File: src/rtl/nts_dispatch_reader_pkg.sv
// Shared types and helpers for the NTS dispatcher read-out path:
// FSM encoding, stream field widths and last-word mask decoding.
package nts_dispatch_reader_pkg;

    localparam int DATA_W   = 64;
    localparam int LBYTES_W = 4;
    localparam int LEN_W    = 16;

    typedef enum logic [2:0] {
        ST_IDLE,
        ST_LATCH,
        ST_READ,
        ST_DRAIN,
        ST_DISCARD,
        ST_WAIT_CLEAR
    } state_t;

    function automatic logic [LBYTES_W-1:0] popcount8(input logic [7:0] m);
        logic [LBYTES_W-1:0] c;
        c = '0;
        for (int i = 0; i < 8; i++) begin
            c = c + LBYTES_W'(m[i]);
        end
        return c;
    endfunction

    // A legal mask is a contiguous run of ones starting at byte 0, so mask+1 is a power of two.
    function automatic logic mask_ok(input logic [7:0] m);
        logic [8:0] p;
        p = {1'b0, m} + 9'd1;
        return (m != 8'd0) && ((p & (p - 9'd1)) == 9'd0);
    endfunction

endpackage

File: src/rtl/nts_skid_fifo2.sv
// Two-entry valid/ready buffer; the head register drives the output so data
// holds steady while the consumer stalls.
module nts_skid_fifo2 #(
    parameter int WIDTH = 66
) (
    input  logic             clk_i,
    input  logic             rst_i,
    input  logic             in_valid_i,
    input  logic [WIDTH-1:0] in_data_i,
    output logic             out_valid_o,
    input  logic             out_ready_i,
    output logic [WIDTH-1:0] out_data_o,
    output logic [1:0]       occupancy_o
);

    logic [WIDTH-1:0] head_q;
    logic [WIDTH-1:0] tail_q;
    logic [1:0]       count_q;
    logic             pop;

    assign pop         = (count_q != 2'd0) && out_ready_i;
    assign out_valid_o = (count_q != 2'd0);
    assign out_data_o  = head_q;
    assign occupancy_o = count_q;

    // The writer never pushes into a full buffer without a simultaneous pop.
    always_ff @(posedge clk_i or posedge rst_i) begin
        if (rst_i) begin
            head_q  <= '0;
            tail_q  <= '0;
            count_q <= 2'd0;
        end else begin
            case ({in_valid_i, pop})
                2'b10: begin
                    if (count_q == 2'd0) head_q <= in_data_i;
                    else                 tail_q <= in_data_i;
                    count_q <= count_q + 2'd1;
                end
                2'b01: begin
                    head_q  <= tail_q;
                    count_q <= count_q - 2'd1;
                end
                2'b11: begin
                    if (count_q == 2'd1) begin
                        head_q <= in_data_i;
                    end else begin
                        head_q <= tail_q;
                        tail_q <= in_data_i;
                    end
                end
                default: ;
            endcase
        end
    end

endmodule

File: src/rtl/nts_dispatch_reader.sv
// Reads completed packets out of the NTS dispatcher buffer and streams them to the parser.
// Optional statistics outputs are enabled by defining NTS_DISPATCH_READER_STATS_EN.
module nts_dispatch_reader
    import nts_dispatch_reader_pkg::*;
#(
    parameter int ADDR_WIDTH = 8,
    parameter int MIN_BYTES  = 48,
    parameter int MAX_BYTES  = 1536
) (
    input  logic                  i_areset,
    input  logic                  i_clk,
    input  logic                  i_dispatch_packet_available,
    output logic                  o_dispatch_packet_read_discard,
    input  logic [ADDR_WIDTH-1:0] i_dispatch_counter,
    input  logic [7:0]            i_dispatch_data_valid,
    input  logic                  i_dispatch_fifo_empty,
    output logic                  o_dispatch_fifo_rd_en,
    input  logic [63:0]           i_dispatch_fifo_rd_data,
    output logic                  o_pkt_valid,
    input  logic                  i_pkt_ready,
    output logic [63:0]           o_pkt_data,
    output logic                  o_pkt_first,
    output logic                  o_pkt_last,
    output logic [3:0]            o_pkt_last_bytes,
    output logic [15:0]           o_pkt_length,
    output logic                  o_pkt_drop
`ifdef NTS_DISPATCH_READER_STATS_EN
    ,
    output logic [31:0]           o_stat_packets,
    output logic [31:0]           o_stat_dropped,
    output logic [31:0]           o_stat_words
`endif
);

    state_t                state_q;
    logic [ADDR_WIDTH-1:0] counter_q;
    logic [7:0]            mask_q;
    logic [LBYTES_W-1:0]   lbytes_q;
    logic [LEN_W-1:0]      length_q;
    logic [ADDR_WIDTH:0]   issued_q;
    logic                  inflight_q;
    logic                  first_pend_q;
    logic                  last_pend_q;
    logic                  underrun_q;
    logic                  discard_q;
    logic                  drop_q;

    logic [DATA_W+1:0]     skid_out;
    logic                  skid_valid;
    logic [1:0]            skid_occ;
    logic                  pop;
    logic [2:0]            committed;
    logic                  last_issue;
    logic                  rd_en;
    logic [LEN_W-1:0]      len_calc;
    logic                  pkt_ok;
    logic                  forced_last;
    logic                  word_last;

    assign pop        = skid_valid & i_pkt_ready;
    // Count the word leaving this cycle as free space so back-to-back reads reach 1 word/cycle.
    assign committed  = {1'b0, skid_occ} + {2'b00, inflight_q} - {2'b00, pop};
    assign last_issue = (issued_q == {1'b0, counter_q});
    assign rd_en      = (state_q == ST_READ) && !i_dispatch_fifo_empty &&
                        (issued_q <= {1'b0, counter_q}) && (committed < 3'd2);

    assign len_calc = (LEN_W'(counter_q) << 3) + LEN_W'(popcount8(mask_q));
    assign pkt_ok   = mask_ok(mask_q) && (len_calc >= LEN_W'(MIN_BYTES)) &&
                      (len_calc <= LEN_W'(MAX_BYTES));

    // After an underrun the only remaining buffered word closes the packet.
    assign forced_last = underrun_q && (skid_occ == 2'd1) && !inflight_q;
    assign word_last   = skid_valid && (skid_out[0] || forced_last);

    assign o_dispatch_fifo_rd_en          = rd_en;
    assign o_dispatch_packet_read_discard = discard_q;
    assign o_pkt_drop                     = drop_q;
    assign o_pkt_valid                    = skid_valid;
    assign o_pkt_data                     = skid_out[DATA_W+1:2];
    assign o_pkt_first                    = skid_valid & skid_out[1];
    assign o_pkt_last                     = word_last;
    assign o_pkt_last_bytes               = word_last ? (skid_out[0] ? lbytes_q : 4'd8) : 4'd0;
    assign o_pkt_length                   = length_q;

    nts_skid_fifo2 #(.WIDTH(DATA_W + 2)) u_skid (
        .clk_i       (i_clk),
        .rst_i       (i_areset),
        .in_valid_i  (inflight_q),
        .in_data_i   ({i_dispatch_fifo_rd_data, first_pend_q, last_pend_q}),
        .out_valid_o (skid_valid),
        .out_ready_i (i_pkt_ready),
        .out_data_o  (skid_out),
        .occupancy_o (skid_occ)
    );

    always_ff @(posedge i_clk or posedge i_areset) begin
        if (i_areset) begin
            state_q      <= ST_IDLE;
            counter_q    <= '0;
            mask_q       <= '0;
            lbytes_q     <= '0;
            length_q     <= '0;
            issued_q     <= '0;
            inflight_q   <= 1'b0;
            first_pend_q <= 1'b0;
            last_pend_q  <= 1'b0;
            underrun_q   <= 1'b0;
            discard_q    <= 1'b0;
            drop_q       <= 1'b0;
        end else begin
            inflight_q   <= rd_en;
            first_pend_q <= (issued_q == '0);
            last_pend_q  <= last_issue;
            discard_q    <= 1'b0;
            drop_q       <= 1'b0;
            if (rd_en) issued_q <= issued_q + (ADDR_WIDTH + 1)'(1);
            case (state_q)
                ST_IDLE: begin
                    if (i_dispatch_packet_available) begin
                        counter_q <= i_dispatch_counter;
                        mask_q    <= i_dispatch_data_valid;
                        state_q   <= ST_LATCH;
                    end
                end
                ST_LATCH: begin
                    lbytes_q   <= popcount8(mask_q);
                    length_q   <= len_calc;
                    issued_q   <= '0;
                    underrun_q <= 1'b0;
                    if (pkt_ok) begin
                        state_q <= ST_READ;
                    end else begin
                        state_q   <= ST_DISCARD;
                        discard_q <= 1'b1;
                        drop_q    <= 1'b1;
                    end
                end
                ST_READ: begin
                    if (rd_en && last_issue) begin
                        state_q <= ST_DRAIN;
                    end else if (i_dispatch_fifo_empty) begin
                        underrun_q <= 1'b1;
                        state_q    <= ST_DRAIN;
                    end
                end
                ST_DRAIN: begin
                    if ((pop && word_last) || (underrun_q && skid_occ == 2'd0 && !inflight_q)) begin
                        state_q   <= ST_DISCARD;
                        discard_q <= 1'b1;
                        drop_q    <= underrun_q;
                    end
                end
                ST_DISCARD:    state_q <= ST_WAIT_CLEAR;
                ST_WAIT_CLEAR: if (!i_dispatch_packet_available) state_q <= ST_IDLE;
                default:       state_q <= ST_IDLE;
            endcase
        end
    end

`ifdef NTS_DISPATCH_READER_STATS_EN
    logic [31:0] stat_packets_q;
    logic [31:0] stat_dropped_q;
    logic [31:0] stat_words_q;

    assign o_stat_packets = stat_packets_q;
    assign o_stat_dropped = stat_dropped_q;
    assign o_stat_words   = stat_words_q;

    // Saturating counters: truncated packets count as drops, not forwards.
    always_ff @(posedge i_clk or posedge i_areset) begin
        if (i_areset) begin
            stat_packets_q <= '0;
            stat_dropped_q <= '0;
            stat_words_q   <= '0;
        end else begin
            if (pop && word_last && !underrun_q && stat_packets_q != '1)
                stat_packets_q <= stat_packets_q + 32'd1;
            if (drop_q && stat_dropped_q != '1)
                stat_dropped_q <= stat_dropped_q + 32'd1;
            if (pop && stat_words_q != '1)
                stat_words_q <= stat_words_q + 32'd1;
        end
    end
`endif

endmodule

File: config.mk
export PLATFORM = sky130hd
export DESIGN_NAME = nts_dispatch_reader
export DESIGN_NICKNAME = d
export VERILOG_FILES = /design/src/rtl/nts_dispatch_reader_pkg.sv /design/src/rtl/nts_skid_fifo2.sv /design/src/rtl/nts_dispatch_reader.sv
export SDC_FILE = /design/constraint.sdc
export NUM_CORES = 1
export LEC_CHECK = 0
export BUFFER_PORTS_ARGS = -buffer_cell sky130_fd_sc_hd__buf_4
export CAP_MARGIN = 20
export CORE_MARGIN = 3
export CORE_UTILIZATION = 50
export CTS_CLUSTER_SIZE = 12
export DETAILED_ROUTE_END_ITERATION = 8
export GPL_ROUTABILITY_DRIVEN = 0
export PLACE_DENSITY = 0.78
export SLEW_MARGIN = 20
export SYNTH_ARGS = -nofsm -noshare
export SYNTH_HDL_FRONTEND = slang
export SYNTH_HIERARCHICAL = 1
export SYNTH_SLANG_ARGS = --single-unit
File: constraint.sdc
create_clock -name i_clk -period 4.8 [get_ports i_clk]
set_input_delay 0.24 -clock i_clk [delete_from_list [all_inputs] [get_ports i_clk]]
set_output_delay 0.24 -clock i_clk [all_outputs]
set_load 0.03 [all_outputs]
# After elaboration in Yosys (flattened, before gate mapping)
# Index checks and enable logic that the tools add are counted.
dict set report totals {
  ff_bits 188
  out_inout_bits 90
  wordCells 116
}
dict set report op_classes {
  n_addsub 15
  magnitude_cmp 4
  n_eq_ne 19
  n_mux 26
  bitwise_logic 3
  n_reduce_logical 34
}
# cell n
set op_table {}
lappend op_table {{$mux W66} 4}
lappend op_table {{$pmux W66 S3} 1}
lappend op_table {{$pmux W66 S2} 1}
lappend op_table {{$logic_not A9 Y1} 2}
lappend op_table {{$mux W3} 6}
lappend op_table {{$mux W9} 2}
lappend op_table {{$pmux W3 S6} 1}
lappend op_table {{$add A4 B1 Y4} 4}
lappend op_table {{$ne A2 B2 Y1 const B} 8}
lappend op_table {{$logic_and A1 B1 Y1} 14}
lappend op_table {{$add A11 B4 Y12} 1}
lappend op_table {{$ge A12 B6 Y1 const B} 1}
lappend op_table {{$le A12 B11 Y1 const B} 1}
lappend op_table {{$reduce_bool A2 Y1} 5}
lappend op_table {{$add A8 B1 Y9 const B} 1}
lappend op_table {{$add A9 B1 Y9 const B} 1}
lappend op_table {{$and A9 B9 Y9} 1}
lappend op_table {{$eq A9 B8 Y1} 1}
lappend op_table {{$le A9 B8 Y1} 1}
lappend op_table {{$sub A9 B1 Y9 const B} 1}
lappend op_table {{$mux W4} 2}
lappend op_table {{$reduce_bool A8 Y1} 1}
lappend op_table {{$add A2 B1 Y3} 2}
lappend op_table {{$eq A3 B2 Y1 const B} 2}
lappend op_table {{23 further kinds} 37}

# Logic depth before layout (Yosys ltp)
dict set report logic_depth {
  word_depth 13
  mapped_depth 17
  ltp_nobuf 17
}

# Hierarchy
# Netlist, hierarchy kept.
# mod instances cells_each area_per_inst_um2 seq_area_each_um2
set modules_own_cells {}
lappend modules_own_cells {nts_skid_fifo2 1 541 6043.3 3353.2}
lappend modules_own_cells {nts_dispatch_reader 1 320 2919.0 1176.1}

# Worst setup path before layout
# No wires, ideal clock.
dict set report synth_timing {
  path_kind {register to register}
  startpoint {reg mask_q[0]}
  endpoint {reg state_q[2]}
  setup_time_ns 0.145
  arrival_time_ns 3.846
  required_ns 4.655
  slack_ns 0.809
  path_stages_with_launch 16
  path_cell_list {dfrtp_1 > fa_1 > inv_1 > fa_1 > fa_1 > inv_1 > ha_1 > a21oi_1 > nor2b_1 > ha_1 > ha_1 > nor4_1 > nand3_1 > o22a_1 > nor4_2 > o221ai_1}
}
dict set report synth_via {
  elab_chain_len 13
}
# element line_no
set synth_lines {}
lappend synth_lines {{from (decl)} nts_dispatch_reader.sv:37} ;# logic [7:0] mask_q;
lappend synth_lines {{from (signal assigned)} nts_dispatch_reader.sv:121} ;# mask_q <= i_dispatch_data_valid;
lappend synth_lines {{$add A1 B1 Y2 (*)} nts_dispatch_reader_pkg.sv:22} ;# c = c + LBYTES_W'(m[i]);
lappend synth_lines {{$add A2 B1 Y3 (*)} nts_dispatch_reader_pkg.sv:22}
lappend synth_lines {{$add A3 B1 Y4 (*)} nts_dispatch_reader_pkg.sv:22}
lappend synth_lines {{$add A4 B1 Y4 (*) (4 in series)} nts_dispatch_reader_pkg.sv:22}
lappend synth_lines {{$add A11 B4 Y12 (*)} nts_dispatch_reader.sv:67} ;# assign len_calc = (LEN_W'(counter_q) << 3) + LEN_W'(popcount8(mask_q));
lappend synth_lines {{via len_calc[4]} nts_dispatch_reader.sv:55} ;# logic [LEN_W-1:0] len_calc;
lappend synth_lines {{$ge A12 B6 Y1} nts_dispatch_reader.sv:68} ;# assign pkt_ok = mask_ok(mask_q) && (len_calc >= LEN_W'(MIN_BYTES)) &&
lappend synth_lines {{$logic_and A1 B1 Y1} nts_dispatch_reader.sv:68}
lappend synth_lines {{$logic_and A1 B1 Y1 (*)} nts_dispatch_reader.sv:68}
lappend synth_lines {{$mux W3 (*)} nts_dispatch_reader.sv:130} ;# if (pkt_ok) begin
lappend synth_lines {{$pmux W3 S6 (*)} nts_dispatch_reader.sv:117} ;# case (state_q)
lappend synth_lines {{to (signal assigned)} nts_dispatch_reader.sv:122} ;# state_q <= ST_LATCH;
lappend synth_lines {{to (signal assigned)} nts_dispatch_reader.sv:131} ;# state_q <= ST_READ;
lappend synth_lines {{to (signal assigned)} nts_dispatch_reader.sv:133} ;# state_q <= ST_DISCARD;
lappend synth_lines {{to (decl)} nts_dispatch_reader.sv:35} ;# state_t state_q;
# The timed path passes the listed nets; every way through them passes the cells marked *.
# A chain may end at the register's enable or synchronous reset.

# Worst setup path in the final report
dict set report layout_timing {
  startpoint {reg mask_q[3]}
  endpoint {reg state_q[2]}
}
dict set report layout_via {
  elab_chain_len 11
}
# element line_no
set layout_lines {}
lappend layout_lines {{$add A3 B1 Y4} nts_dispatch_reader_pkg.sv:22}
lappend layout_lines {{$add A4 B1 Y4 (4 in series)} nts_dispatch_reader_pkg.sv:22}
lappend layout_lines {{$add A11 B4 Y12} nts_dispatch_reader.sv:67}
lappend layout_lines {{$ge A12 B6 Y1} nts_dispatch_reader.sv:68}
lappend layout_lines {{$logic_and A1 B1 Y1} nts_dispatch_reader.sv:68}
lappend layout_lines {{$logic_and A1 B1 Y1 (*)} nts_dispatch_reader.sv:68}
lappend layout_lines {{$mux W3 (*)} nts_dispatch_reader.sv:130}
lappend layout_lines {{$pmux W3 S6 (*)} nts_dispatch_reader.sv:117}
# Every way passes the cells marked *; elsewhere a longest branch is shown, timed or not.

==> impl_metrics.json <==
{
  "outcome": "completed",
  "synth_area_um2": 8960,
  "fin_crit_ps": 4470,
  "rows": 48,
  "die_h_um": 140,
  "clkSlewWorstSetupHoldPaths_ps": 70,
  "cts_resized": 0,
  "synth_ff_type": "dfrtp_1",
  "clockBufferDepth": 2,
  "cts_tree": "done",
  "finalSetupViolCount": 0,
  "p_seq_share_pct": 34.5,
  "leakagePower_nw": 5.04,
  "max_cap_violations": 0,
  "ir_drop_mv": 0.412,
  "die_area_um2": 19600,
  "place_ws_ps": 387,
  "swShare_pct": 42.1,
  "cts_made_buffers": 17,
  "yosys_warnings": 6,
  "grt_pass1_wl_um": 36400,
  "ys_types": 54,
  "nNetsFinal": 1117,
  "worst_slack_ps": 334,
  "syn_to_final_growth_pct": 21.3,
  "finClkSkew_ps": 7.16,
  "synthCells": 861,
  "regArea_um2": 4530,
  "die_w_um": 140,
  "critPathTopFamily": "adder cells",
  "crit_fanout": 9,
  "ys_ff_latch": 181,
  "start_util_pct": 51.5,
  "grt_max_degree": 98,
  "grt_antenna_before_repair": 0,
  "startpoint_type": "flip-flop",
  "power_density_nw_per_um2": 668,
  "via_count": 7087,
  "hold_violations": 0,
  "critPathMaxStageDelay_ps": 520,
  "required_ps": 5080,
  "fin_crit_sh_pct": 93.0,
  "crit_chain": "fa_1, inv_1, fa_1, fa_1, inv_1, ha_1, a21oi_1, nor2b_1, ha_1, ha_1, nand3_1, nor2_2, nor3_1, o22a_1, nor4_2, o221ai_1",
  "worstSkewPairLatency_ps": 430,
  "synth-edff-count": 0,
  "rsz0062_at_grt": "no",
  "diodes": 0,
  "report.final.slew_viol_count": 0,
  "crit_arrival_ps": 4740,
  "ios": 175,
  "track_usage_pct": 22.9,
  "drtIter0Drc": 439,
  "multi_input_area_um2": 3980,
  "core_um2": 17400,
  "fillCellCount": 1413,
  "slowest_stage": "fa_1",
  "synth_area_leaders": "dfrtp_1 51%, mux2_4 6.7%, a31oi_1 4.7%",
  "h-tree-depth": 4,
  "endpoint_kind": "flip-flop",
  "cp.buffers_inverters": 2,
  "final_layout_size_suffix_gt1_share_pct": 28.9,
  "tns_ps": 0,
  "netlist.area_leader.share_pct": 50.5,
  "grt_pass1_vias": 7100,
  "worstMarginPinSlew_ps": 993,
  "p_sw_mw": 3.06,
  "syn_area_per_cell_um2": 10.4,
  "p_int_mw": 4.20,
  "drt_pre_antenna_iters": 5,
  "wire_per_inst_um": 17.8,
  "drc": 0,
  "slew_headroom_pct": 33.8,
  "dpl_cell_area_um2": 10300,
  "layout_common_cells": "181 x dfrtp_1, 181 x buf_4, 87 x nor2_1",
  "yosysSeqAreaShare_pct": 50.5,
  "timing.fmax_ghz": 0.224,
  "synth.largest_area_cell": "dfrtp_1",
  "detailed_place_hpwl_um": 14500,
  "p_comb_share_pct": 46.7,
  "drt-vias-per-instance": 5.73,
  "portBuffers": 170,
  "grt_overflow": 0,
  "ant_nets": 0,
  "p_total_mw": 7.26,
  "route.final.wire_length_um": 22000,
  "holdCritPathClass": "input port to flip-flop",
  "clock-root-buffer": "clkbuf_16",
  "path_class": "flip-flop to flip-flop",
  "synth-async-reset-ratio_pct": 100,
  "stdcell_area_um2": 10900,
  "clkPwrFrac_pct": 18.8,
  "clkSinkCount": 181
}
flip-flops by register name (all words and copies together), names as in the netlist:
register / count
issued_q: 9
lbytes_q: 4
u_skid/out_data_o: 66
o_pkt_length: 9
o_dispatch_packet_read_discard: 1
u_skid/tail_q: 66
o_pkt_drop: 1
counter_q: 8
mask_q: 8
state_q: 3
last_pend_q: 1
first_pend_q: 1
u_skid/occupancy_o: 2
inflight_q: 1
underrun_q: 1
cells by family after synthesis:
group | count (synthesis) | synth area share [%]
simple gates | 260 | 13.7
compound gates | 197 | 13.0
fa+ha+maj | 32 | 4.89
xor+xnor | 19 | 1.86
other cells | 1 | 0.0418
flops | 181 | 50.5
buf+inv | 100 | 5.46
mux | 71 | 10.6
per-layer routing:
| layer | vias to the layer above | part of all wire [%] | GRT usage (%) |
|---|---|---|---|
| met5 | - | 0 | 0 |
| met4 | 0 | 1.3 | 6.48 |
| met2 | 266 | 49 | 38.1 |
| met3 | 27 | 7.3 | 6.43 |
| li1 | 3321 | - | - |
| met1 | 3473 | 42 | 29.4 |
worst register-to-register path, delay by kind of cell (launching register included):
family	cells	cell delay (ps)
compound gates	3	460
buf+inv	2	120
flops	1	470
fa+ha+maj	6	2080
simple gates	5	1190
final timing paths:
path / start / end / slack [ps] / cells after the start
setup / recovery: mask_q[3] / state_q[2] / 330 / 16
hold / removal: i_dispatch_counter[4] / counter_q[4] / 20 / 3
setup reg to reg: mask_q[3] / state_q[2] / 330 / 16
hold reg to reg: o_pkt_length[3] / o_pkt_length[3] / 490 / 2
max in group asynchronous: i_areset / u_skid/out_data_o[9] / 3120 / 4
min in group asynchronous: i_areset / u_skid/out_data_o[58] / 500 / 3
through the flow:
step | utilization, % | instances | hold WS (ps)
5_1_grt | 62.4 | 1237 | 10.5
2_1_floorplan | - | 864 | 357
6_report | 62.4 | 1237 | 17.8
4_1_cts | 62.4 | 1237 | 1.25
3_3_place_gp | 59.1 | 1205 | 431
3_5_place_dp | 59.1 | 1205 | 440
Yosys cell counts (all sizes together) (3+ instances only):
cell type / instances
inv: 35
a31oi: 68
and2: 3
buf: 39
o22ai: 3
nor2b: 8
nand2: 43
fa: 5
dfrtp: 181
nand4: 7
o31ai: 3
a21o: 4
clkbuf: 26
mux2: 71
nor3: 6
xnor2: 14
nand3: 78
nor2: 88
nand2b: 7
ha: 27
nor4: 7
xor2: 5
and3: 7
o21ai: 89
a21oi: 15
area by class of cell:
| class | count | share of cell area [%] |
|---|---|---|
| flip-flops and latches | 181 | 41.7 |
| multi-input cells | 583 | 36.6 |
| repair buffers | 182 | 12.6 |
| clock buffers | 20 | 4.11 |
| well taps | 225 | 2.59 |
| inverters | 35 | 1.25 |
| clock inverters | 11 | 1.17 |
repair_timing:
item	CTS	global route
endpoints found under the setup margin	0	0
hold buffers	1	0
buffers inserted	0	0
hold endpoints to repair	40	0
power by group through the flow:
| stage | clock, mW | combinational [mW] | sequential, mW |
|---|---|---|---|
| after floorplan | 0 | 1.76 | 3.03 |
| after global placement | 0 | 3.29 | 2.50 |
| after detailed placement | 0 | 3.38 | 2.52 |
| after CTS | 1.39 | 3.40 | 2.50 |
| after global routing | 1.46 | 3.69 | 2.58 |
| final | 1.37 | 3.39 | 2.51 |
Power figures use the tool's default switching activity.
